--- src/rtl/fsk_phase_gen_pkg.sv ---
// Shared constants and types for the continuous-phase FSK phase generator.
package fsk_phase_gen_pkg;

    localparam int unsigned phaseRes    = 3;
    localparam int unsigned SinSize     = 13;
    localparam int unsigned AccWDefault = 16;

    localparam logic [15:0] IncF0Default = 16'h1000;
    localparam logic [15:0] IncF1Default = 16'h2000;

    typedef enum logic [0:0] {
        StIdle,
        StRun
    } fsk_state_e;

endpackage

--- src/rtl/fsk_phase_gen_if.sv ---
// Bit-in handshake plus phase-sample output bundle of the FSK phase generator.
interface fsk_phase_gen_if
    import fsk_phase_gen_pkg::*;
#(
    parameter int unsigned PHASE_RES = phaseRes
);

    logic                 en;
    logic                 bit_in;
    logic                 bit_valid;
    logic                 bit_ready;
    logic [PHASE_RES-1:0] phase;
    logic                 phase_valid;
    logic                 sym_strobe;
    logic                 busy;

    modport master (
        output en, bit_in, bit_valid,
        input  bit_ready, phase, phase_valid, sym_strobe, busy
    );

    modport slave (
        input  en, bit_in, bit_valid,
        output bit_ready, phase, phase_valid, sym_strobe, busy
    );

endinterface

--- src/rtl/fsk_phase_acc.sv ---
// Phase accumulator with tone-increment mux; phase index is the top bits of the updated sum.
module fsk_phase_acc
    import fsk_phase_gen_pkg::*;
#(
    parameter int unsigned      PHASE_RES = phaseRes,
    parameter int unsigned      ACC_W     = AccWDefault,
    parameter logic [ACC_W-1:0] INC_F0    = IncF0Default,
    parameter logic [ACC_W-1:0] INC_F1    = IncF1Default
) (
    input  logic                 clk,
    input  logic                 rst_n,
    input  logic                 i_en_step,
    input  logic                 i_sel,
    output logic [PHASE_RES-1:0] o_phase
);

    logic [ACC_W-1:0]     r_acc;
    logic [ACC_W-1:0]     w_acc_next;
    logic [PHASE_RES-1:0] r_phase;

    // Modulo-2^ACC_W wrap is the intended phase behaviour.
    assign w_acc_next = r_acc + (i_sel ? INC_F1 : INC_F0);

    always_ff @(posedge clk or negedge rst_n) begin
        if (!rst_n) begin
            r_acc   <= '0;
            r_phase <= '0;
        end else if (i_en_step) begin
            r_acc   <= w_acc_next;
            r_phase <= w_acc_next[ACC_W-1 -: PHASE_RES];
        end
    end

    assign o_phase = r_phase;

endmodule

--- src/rtl/fsk_phase_gen.sv ---
// FSK phase generator top: IDLE/RUN FSM, per-symbol sample counter and bit handshake.
module fsk_phase_gen
    import fsk_phase_gen_pkg::*;
#(
    parameter int unsigned      PHASE_RES       = phaseRes,
    parameter int unsigned      ACC_W           = AccWDefault,
    parameter int unsigned      SAMPLES_PER_SYM = 8,
    parameter logic [ACC_W-1:0] INC_F0          = IncF0Default,
    parameter logic [ACC_W-1:0] INC_F1          = IncF1Default
) (
    input logic            clk,
    input logic            rst_n,
    fsk_phase_gen_if.slave bus
);

    localparam int unsigned     CntW    = (SAMPLES_PER_SYM > 1) ? $clog2(SAMPLES_PER_SYM) : 1;
    localparam logic [CntW-1:0] LastCnt = CntW'(SAMPLES_PER_SYM - 1);

    fsk_state_e           r_state;
    fsk_state_e           w_state_next;
    logic [CntW-1:0]      r_cnt;
    logic [CntW-1:0]      w_cnt_next;
    logic                 r_cur_bit;
    logic                 w_cur_bit_next;
    logic                 r_phase_valid;
    logic                 w_phase_valid_next;
    logic                 r_sym_strobe;
    logic                 w_sym_strobe_next;
    logic                 w_last;
    logic                 w_bit_ready;
    logic                 w_take;
    logic                 w_en_step;
    logic                 w_sel;
    logic [PHASE_RES-1:0] w_phase;

    assign w_last      = (r_cnt == LastCnt);
    assign w_bit_ready = rst_n && bus.en && ((r_state == StIdle) || w_last);
    assign w_take      = bus.bit_valid && w_bit_ready;

    always_ff @(posedge clk or negedge rst_n) begin
        if (!rst_n) begin
            r_state       <= StIdle;
            r_cnt         <= '0;
            r_cur_bit     <= 1'b0;
            r_phase_valid <= 1'b0;
            r_sym_strobe  <= 1'b0;
        end else begin
            r_state       <= w_state_next;
            r_cnt         <= w_cnt_next;
            r_cur_bit     <= w_cur_bit_next;
            r_phase_valid <= w_phase_valid_next;
            r_sym_strobe  <= w_sym_strobe_next;
        end
    end

    always_comb begin
        w_state_next       = r_state;
        w_cnt_next         = r_cnt;
        w_cur_bit_next     = r_cur_bit;
        w_phase_valid_next = 1'b0;
        w_sym_strobe_next  = 1'b0;
        w_en_step          = 1'b0;
        w_sel              = r_cur_bit;
        if (bus.en) begin
            unique case (r_state)
                StIdle: begin
                    if (w_take) begin
                        w_state_next       = StRun;
                        w_cnt_next         = '0;
                        w_cur_bit_next     = bus.bit_in;
                        w_sel              = bus.bit_in;
                        w_en_step          = 1'b1;
                        w_phase_valid_next = 1'b1;
                        w_sym_strobe_next  = 1'b1;
                    end
                end
                StRun: begin
                    if (!w_last) begin
                        w_cnt_next         = r_cnt + CntW'(1);
                        w_en_step          = 1'b1;
                        w_phase_valid_next = 1'b1;
                    end else if (w_take) begin
                        // Next symbol starts on this edge so the sample stream has no gap.
                        w_cnt_next         = '0;
                        w_cur_bit_next     = bus.bit_in;
                        w_sel              = bus.bit_in;
                        w_en_step          = 1'b1;
                        w_phase_valid_next = 1'b1;
                        w_sym_strobe_next  = 1'b1;
                    end else begin
                        w_state_next = StIdle;
                    end
                end
                default: w_state_next = StIdle;
            endcase
        end
    end

    fsk_phase_acc #(
        .PHASE_RES (PHASE_RES),
        .ACC_W     (ACC_W),
        .INC_F0    (INC_F0),
        .INC_F1    (INC_F1)
    ) u_acc (
        .clk       (clk),
        .rst_n     (rst_n),
        .i_en_step (w_en_step),
        .i_sel     (w_sel),
        .o_phase   (w_phase)
    );

    assign bus.bit_ready   = w_bit_ready;
    assign bus.phase       = w_phase;
    assign bus.phase_valid = r_phase_valid;
    assign bus.sym_strobe  = r_sym_strobe;
    assign bus.busy        = (r_state == StRun);

endmodule

--- src/flat_wrapper.sv ---
// flat-port wrapper written by rule: the top's interface ports become plain ports
module fsk_phase_gen_flat import fsk_phase_gen_pkg::*;
#(
    parameter int unsigned      PHASE_RES       = phaseRes,
    parameter int unsigned      ACC_W           = AccWDefault,
    parameter int unsigned      SAMPLES_PER_SYM = 8,
    parameter logic [ACC_W-1:0] INC_F0          = IncF0Default,
    parameter logic [ACC_W-1:0] INC_F1          = IncF1Default
)
  (clk, rst_n, bus_en, bus_bit_in, bus_bit_valid, bus_bit_ready, bus_phase, bus_phase_valid, bus_sym_strobe, bus_busy);
  fsk_phase_gen_if #(.PHASE_RES(PHASE_RES)) bus_i ();
  input logic clk;
  input logic rst_n;
  input wire logic [$bits(bus_i.en)-1:0] bus_en;
  input wire logic [$bits(bus_i.bit_in)-1:0] bus_bit_in;
  input wire logic [$bits(bus_i.bit_valid)-1:0] bus_bit_valid;
  output wire logic [$bits(bus_i.bit_ready)-1:0] bus_bit_ready;
  output wire logic [$bits(bus_i.phase)-1:0] bus_phase;
  output wire logic [$bits(bus_i.phase_valid)-1:0] bus_phase_valid;
  output wire logic [$bits(bus_i.sym_strobe)-1:0] bus_sym_strobe;
  output wire logic [$bits(bus_i.busy)-1:0] bus_busy;
  assign bus_i.en = bus_en;
  assign bus_i.bit_in = bus_bit_in;
  assign bus_i.bit_valid = bus_bit_valid;
  assign bus_bit_ready = bus_i.bit_ready;
  assign bus_phase = bus_i.phase;
  assign bus_phase_valid = bus_i.phase_valid;
  assign bus_sym_strobe = bus_i.sym_strobe;
  assign bus_busy = bus_i.busy;
  fsk_phase_gen #(.PHASE_RES(PHASE_RES), .ACC_W(ACC_W), .SAMPLES_PER_SYM(SAMPLES_PER_SYM), .INC_F0(INC_F0), .INC_F1(INC_F1)) u_core (.clk(clk), .rst_n(rst_n), .bus(bus_i));
endmodule
--- config.mk ---
export PLATFORM = sky130hd
export DESIGN_NAME = fsk_phase_gen_flat
export DESIGN_NICKNAME = d
export VERILOG_FILES = /design/src/rtl/fsk_phase_gen_pkg.sv /design/src/rtl/fsk_phase_gen_if.sv /design/src/rtl/fsk_phase_acc.sv /design/src/rtl/fsk_phase_gen.sv /design/src/flat_wrapper.sv
export SDC_FILE = /design/constraint.sdc
export NUM_CORES = 1
export LEC_CHECK = 0
export CORE_MARGIN = 4
export CORE_UTILIZATION = 42
export DETAILED_ROUTE_END_ITERATION = 10
export HOLD_SLACK_MARGIN = 0.15
export PLACE_DENSITY = 0.72
export SLEW_MARGIN = 20
export SYNTH_ARGS = -nofsm -noshare
export SYNTH_HDL_FRONTEND = slang
export SYNTH_SLANG_ARGS = --single-unit
--- constraint.sdc ---
create_clock -name clk -period 2.25 [get_ports clk]
set_clock_uncertainty 0.1 [all_clocks]
set_input_delay 0.45 -clock clk [delete_from_list [all_inputs] [get_ports clk]]
set_output_delay 0.45 -clock clk [all_outputs]
set_load 0.005 [all_outputs]
======== After elaboration in Yosys (flattened, before gate mapping) ========
Cells that the tools add are included.
operators by class
  $add $sub $neg .......................... 2
  multipliers ............................. 0
  div/mod/pow operators ................... 0
  $lt $le $gt $ge ......................... 0
  equal/unequal tests ..................... 1
  shift-type cells ........................ 0
  mux-type cells .......................... 15
  bitwise gates (word level) .............. 1
  reduce and logical (&&, ||, !) cells .... 4
operators by type and width
  operator             count
  $add 16x16->16       1
  $mux 14              1
  $mux 1               8
  $mux 3               2
  $pmux 1 s2           3
  $pmux 3 s2           1
  $add 3x1->3 const B  1
  $eq 3x3->1 const B   1
  $logic_and 1x1->1    3
  $logic_or 1x1->1     1
  $not 1->1            1
word-level totals
  register bits ........................... 26
  latch bits .............................. 0
  memory bits (writable) .................. 0
  bits in read-only memories .............. 0
  bits of input ports ..................... 5
  output and inout bits ................... 7
  word-level logic and storage cells ...... 30
  memories ................................ 0

======== Longest topological paths before layout ========
Gate-level depths: netlist of run 1.
  depth after elaboration ................. 10
  depth in mapped cells ................... 10
  depth with buffers taken out ............ 9

======== Cells and area by module ========
Synthesis of run 1 repeated with hierarchy kept, for this count alone.
second synthesis, totals
  cell total of the unflattened synthesis .. 44
  area total of the unflattened synthesis .. 568.0 um^2
modules (own cells, without submodules)
  module         instances  cells each  area an instance (um^2)  sequential area each (um^2)
  fsk_phase_gen  1          23          311.5                    175.2
  fsk_phase_acc  1          21          256.5                    100.1

======== Worst setup path before layout of run 1 ========
OpenSTA, ideal clock, no wires.
  path kind ............................... reg-to-reg
  start ................................... register u_core.r_cnt[0]
  end ..................................... register u_core.u_acc.r_acc[13]
  library setup time ...................... 0.125 ns
  arrival time ............................ 2.225 ns
  required time ........................... 2.025 ns
  path slack .............................. -0.199 ns
  cell stages (with the launch flop) ...... 9
  path buffers ............................ 1
  period minus slack after synthesis ...... 2.449 ns
  path through ............................ dfrtp_1 -> ha_1 -> ha_1 -> nor2b_1 -> buf_2 -> or3b_4 -> mux2_4 -> fa_1 -> mux2_2
on the way
  longest elaborated chain between the ends .. 10
  elaborated cells on any way between the ends .. 14
  classes of those cells .................. add/sub: 1; eq/ne: 1; mux: 9; reduce/logical: 3
RTL lines
  what                             line                 source
  start: declaration               fsk_phase_gen.sv:21  logic [CntW-1:0] r_cnt;
  start signal: assignment         fsk_phase_gen.sv:49  r_cnt <= w_cnt_next;
  $eq 3x3->1 (*)                   fsk_phase_gen.sv:36  assign w_last = (r_cnt == LastCnt);
  $logic_or 1x1->1                 fsk_phase_gen.sv:37  assign w_bit_ready = rst_n && bus.en && ((r_state == StIdle) || w_last);
  $logic_and 1x1->1                fsk_phase_gen.sv:37
  $logic_and 1x1->1                fsk_phase_gen.sv:38  assign w_take = bus.bit_valid && w_bit_ready;
  $mux 1 (2 in a row)              --
  $pmux 1 s2 (*)                   --
  $mux 1 (*)                       fsk_phase_gen.sv:64  if (bus.en) begin
  net u_core.u_acc.i_sel           fsk_phase_acc.sv:13  input logic i_sel,
  $mux 14 (*)                      fsk_phase_acc.sv:22  assign w_acc_next = r_acc + (i_sel ? INC_F1 : INC_F0);
  $add 16x16->16 (*)               fsk_phase_acc.sv:22
  net u_core.u_acc.w_acc_next[13]  fsk_phase_acc.sv:18  logic [ACC_W-1:0] w_acc_next;
  end signal: assignment           fsk_phase_acc.sv:29  r_acc <= w_acc_next;
  end: declaration                 fsk_phase_acc.sv:17  logic [ACC_W-1:0] r_acc;
The timed path passes the listed nets; every way through them passes the cells marked *.
A chain may end at the register's enable or synchronous reset.

======== Worst setup path in the final report of run 1 ========
  start ................................... register u_core.r_cnt[0]
  end ..................................... register u_core.u_acc.r_acc[13]
on the way
  longest elaborated chain between the ends .. 10
  elaborated cells on any way between the ends .. 14
  classes of those cells .................. add/sub: 1; eq/ne: 1; mux: 9; reduce/logical: 3
RTL lines
  what                             line
  $eq 3x3->1 (*)                   fsk_phase_gen.sv:36
  $logic_or 1x1->1                 fsk_phase_gen.sv:37
  $logic_and 1x1->1                fsk_phase_gen.sv:37
  $logic_and 1x1->1                fsk_phase_gen.sv:38
  $mux 1 (2 in a row)              --
  $pmux 1 s2 (*)                   --
  $mux 1 (*)                       fsk_phase_gen.sv:64
  $mux 14 (*)                      fsk_phase_acc.sv:22
  $add 16x16->16 (*)               fsk_phase_acc.sv:22
  net u_core.u_acc.w_acc_next[13]  fsk_phase_acc.sv:18
Marks and branches as above.

==> flow_summary.json, run 1 <==
{
  "status": "complete, but fails checks",
  "violations": "negative setup slack",
  "wl_per_cell_um": 13.6,
  "arrival_ns": 2.45,
  "cp_max_fo": 3,
  "synth.distinct_cells": 21,
  "max_freq_mhz": 419,
  "hold_path.class": "register to register",
  "die-area_um2": 1960,
  "drt_pass1_iterations": 2,
  "grt_pass1_vias": 427,
  "grt_max_degree": 13,
  "ant_nets": 0,
  "slew_viol_final": 0,
  "hold_viol_final": 0,
  "path_depth": 8,
  "final_layout_size_suffix_gt1_share_pct": 33.9,
  "wirelength_um": 1030,
  "io_buffers": 11,
  "cp_num_buf_inv": 0,
  "grt_usage_pct": 12.4,
  "rsz0062_at_grt": "true",
  "critPathSlowestCell": "fa_1",
  "core-area_um2": 1170,
  "globalRouteOverflowTotal": 0,
  "placed_cell_area_um2": 689,
  "drt_iter0_markers": 4,
  "power.total_mw": 0.819,
  "stdcell_area_um2": 774,
  "yosysWarnings": 0,
  "antennaDiodeCount": 0,
  "slew_headroom_pct": 86.3,
  "critical_path_required_ns": 2.31,
  "syn_area_per_cell_um2": 12.8,
  "clk_pin_slew_worst_paths_ns": 0.07,
  "ys_ff_latch": 11,
  "drcViolationCount": 0,
  "layout_min_cycle_time_ns": 2.39,
  "maxCapViolations": 0,
  "finalSetupViolCount": 4,
  "row_count": 12,
  "yosysSeqAreaShare_pct": 49.9,
  "fp.dieW_um": 44.2,
  "syn2layout_area_growth_pct": 40.4,
  "synth_area_um2": 552,
  "crit_top_cell": "ha_2",
  "worstPathCellList": "ha_2 -> ha_4 -> nor2b_2 -> or3b_4 -> mux2i_1 -> ha_2 -> fa_1 -> mux2_2",
  "critical_path.endpoint_type": "register",
  "die_y_um": 44.2,
  "mostFrequentLayoutCell": "dfrtp_1",
  "critical_path.max_stage_delay_ns": 0.41,
  "critPathLaunchType": "register",
  "vias": 387,
  "leakagePower_nw": 0.378,
  "io_pins": 12,
  "fin_crit_sh_pct": 106,
  "setup_tns_ns": -0.362,
  "power.density_nw_per_um2": 1060,
  "r2r_slack_ns": -0.14,
  "layout_common_cells": "dfrtp_1, clkdlybuf4s50_1, buf_4",
  "cts_tree": "yes",
  "clock_latency_ns": 0.27,
  "htreeDepth": 1,
  "worst_slack_ns": -0.138,
  "postSynthCellCount": 43,
  "cpLargestDelayFamily": "adder cells",
  "cts.sinks": 11,
  "tightestPinTransition_ns": 0.205,
  "vias_per_cell": 5.09,
  "numCtsBuffers": 3,
  "cts_root_buffer": "clkbuf_4",
  "hold_depth": 1,
  "place_hpwl_um": 761,
  "critPathKind": "register to register",
  "reg2reg_depth": 8,
  "gp_congestion": 0.796,
  "grt_pass1_wl_um": 1700,
  "grt_antenna_before_repair": 0,
  "nets": 73,
  "syn_nets": 53,
  "start_util_pct": 47.1,
  "irDropWorstVdd_mv": 0.592,
  "clk_path_buf_depth": 2
}
## worst paths after layout
kind | startpoint | to
min reg2reg | u_core.u_acc.r_acc[15] | u_core.u_acc.r_acc[15]
max | u_core.r_cnt[0] | u_core.u_acc.r_acc[13]
min in group asynchronous | rst_n | u_core.u_acc.r_acc[15]
min | u_core.u_acc.r_acc[15] | u_core.u_acc.r_acc[15]
max in group asynchronous | rst_n | u_core.bus.busy
max reg2reg | u_core.r_cnt[0] | u_core.u_acc.r_acc[13]
## worst reg2reg max path, cell delays in order (launching register included)
cell     delay [ns]
dfrtp_1        0.36
ha_2           0.20
ha_4           0.13
nor2b_2        0.04
or3b_4         0.39
mux2i_1        0.18
ha_2           0.21
fa_1           0.41
mux2_2         0.27
## final cells by class
| cell class | count | area, µm² |
|---|---|---|
| Tap cell | 14 | 17.5 |
| Fill cell | 83 | 397 |
| Timing Repair Buffer | 19 | 178 |
| Inverter | 3 | 11.3 |
| Clock buffer | 4 | 26.3 |
| Sequential cell | 11 | 275 |
| Multi-Input combinational cell | 25 | 267 |
## cells in the mapped netlist, drive strengths merged
master	instances	area, µm²
a21o	1	7.51
a32o	2	20.0
and2	1	6.26
buf	4	27.5
dfrtp	11	275
fa	1	20.0
ha	4	50.1
inv	3	11.3
mux2	3	37.5
mux2i	2	20.0
nand2	2	7.51
nor2	1	3.75
nor2b	1	6.26
o2111ai	1	8.76
o211ai	1	7.51
o21ai	2	13.8
or3b	1	11.3
xnor2	2	17.5
## state kept, by name, indices dropped and copies added (netlist names)
signal / count
u_core.bus.sym_strobe: 1
u_core.r_cur_bit: 1
u_core.r_cnt: 3
u_core.bus.phase_valid: 1
u_core.u_acc.r_acc: 4
u_core.bus.busy: 1
## cell families after synthesis
kind of cell / after synthesis / synth area share, %
simple gates: 6 / 6.35
xor+xnor: 2 / 3.18
compound gates: 7 / 10.4
mux: 5 / 10.4
buf+inv: 7 / 7.03
flops: 11 / 49.9
fa+ha+maj: 5 / 12.7
## power breakdown
| part | internal [mW] | switching (mW) | total [mW] | leakage, nW |
|---|---|---|---|---|
| logic | 0.225 | 0.129 | 0.353 | 0.228 |
| registers | 0.271 | 0.0586 | 0.329 | 0.135 |
| clock network | 0.0688 | 0.0677 | 0.137 | 0.0150 |
| total | 0.564 | 0.255 | 0.819 | 0.378 |
## routing by layer
metal / global-route usage [%] / vias up / routed length (µm)
li1: - / 185 / -
met1: 12.1 / 185 / 446
met2: 22.1 / 11 / 501
met3: 3.66 / 6 / 57
met4: 9.04 / 0 / 28
met5: 0 / - / 0
## through the flow
stage / utilization, % / hold slack [ns] / setup slack [ns] / instances
after floorplan: - / 0.0544 / -0.174 / 43
after global placement: 58.9 / 0.360 / -0.436 / 69
after detailed placement: 58.9 / 0.370 / -0.463 / 69
after CTS: 64.0 / 0.371 / -0.166 / 74
after global routing: 66.1 / 0.394 / -0.219 / 76
final: 66.1 / 0.370 / -0.138 / 76
## repair_timing
item	in CTS	in global routing
hold buffers	0	1
pin swaps	5	4
setup buffers	1	1
gates resized for setup	6	3
endpoints found under the setup margin	4	4
hold endpoints to repair	0	11
Power figures use the tool's default switching activity.
==> run 2: changes to the inputs <==
--- a/config.mk
+++ b/config.mk
@@ -5,6 +5,7 @@
 export SDC_FILE = /design/constraint.sdc
 export NUM_CORES = 1
 export LEC_CHECK = 0
+export CAP_MARGIN = 30
 export CORE_MARGIN = 4
 export CORE_UTILIZATION = 42
 export DETAILED_ROUTE_END_ITERATION = 10
==> results of run 2 <==
No change in the layout: final DEF, timing and power equal those of run 1.
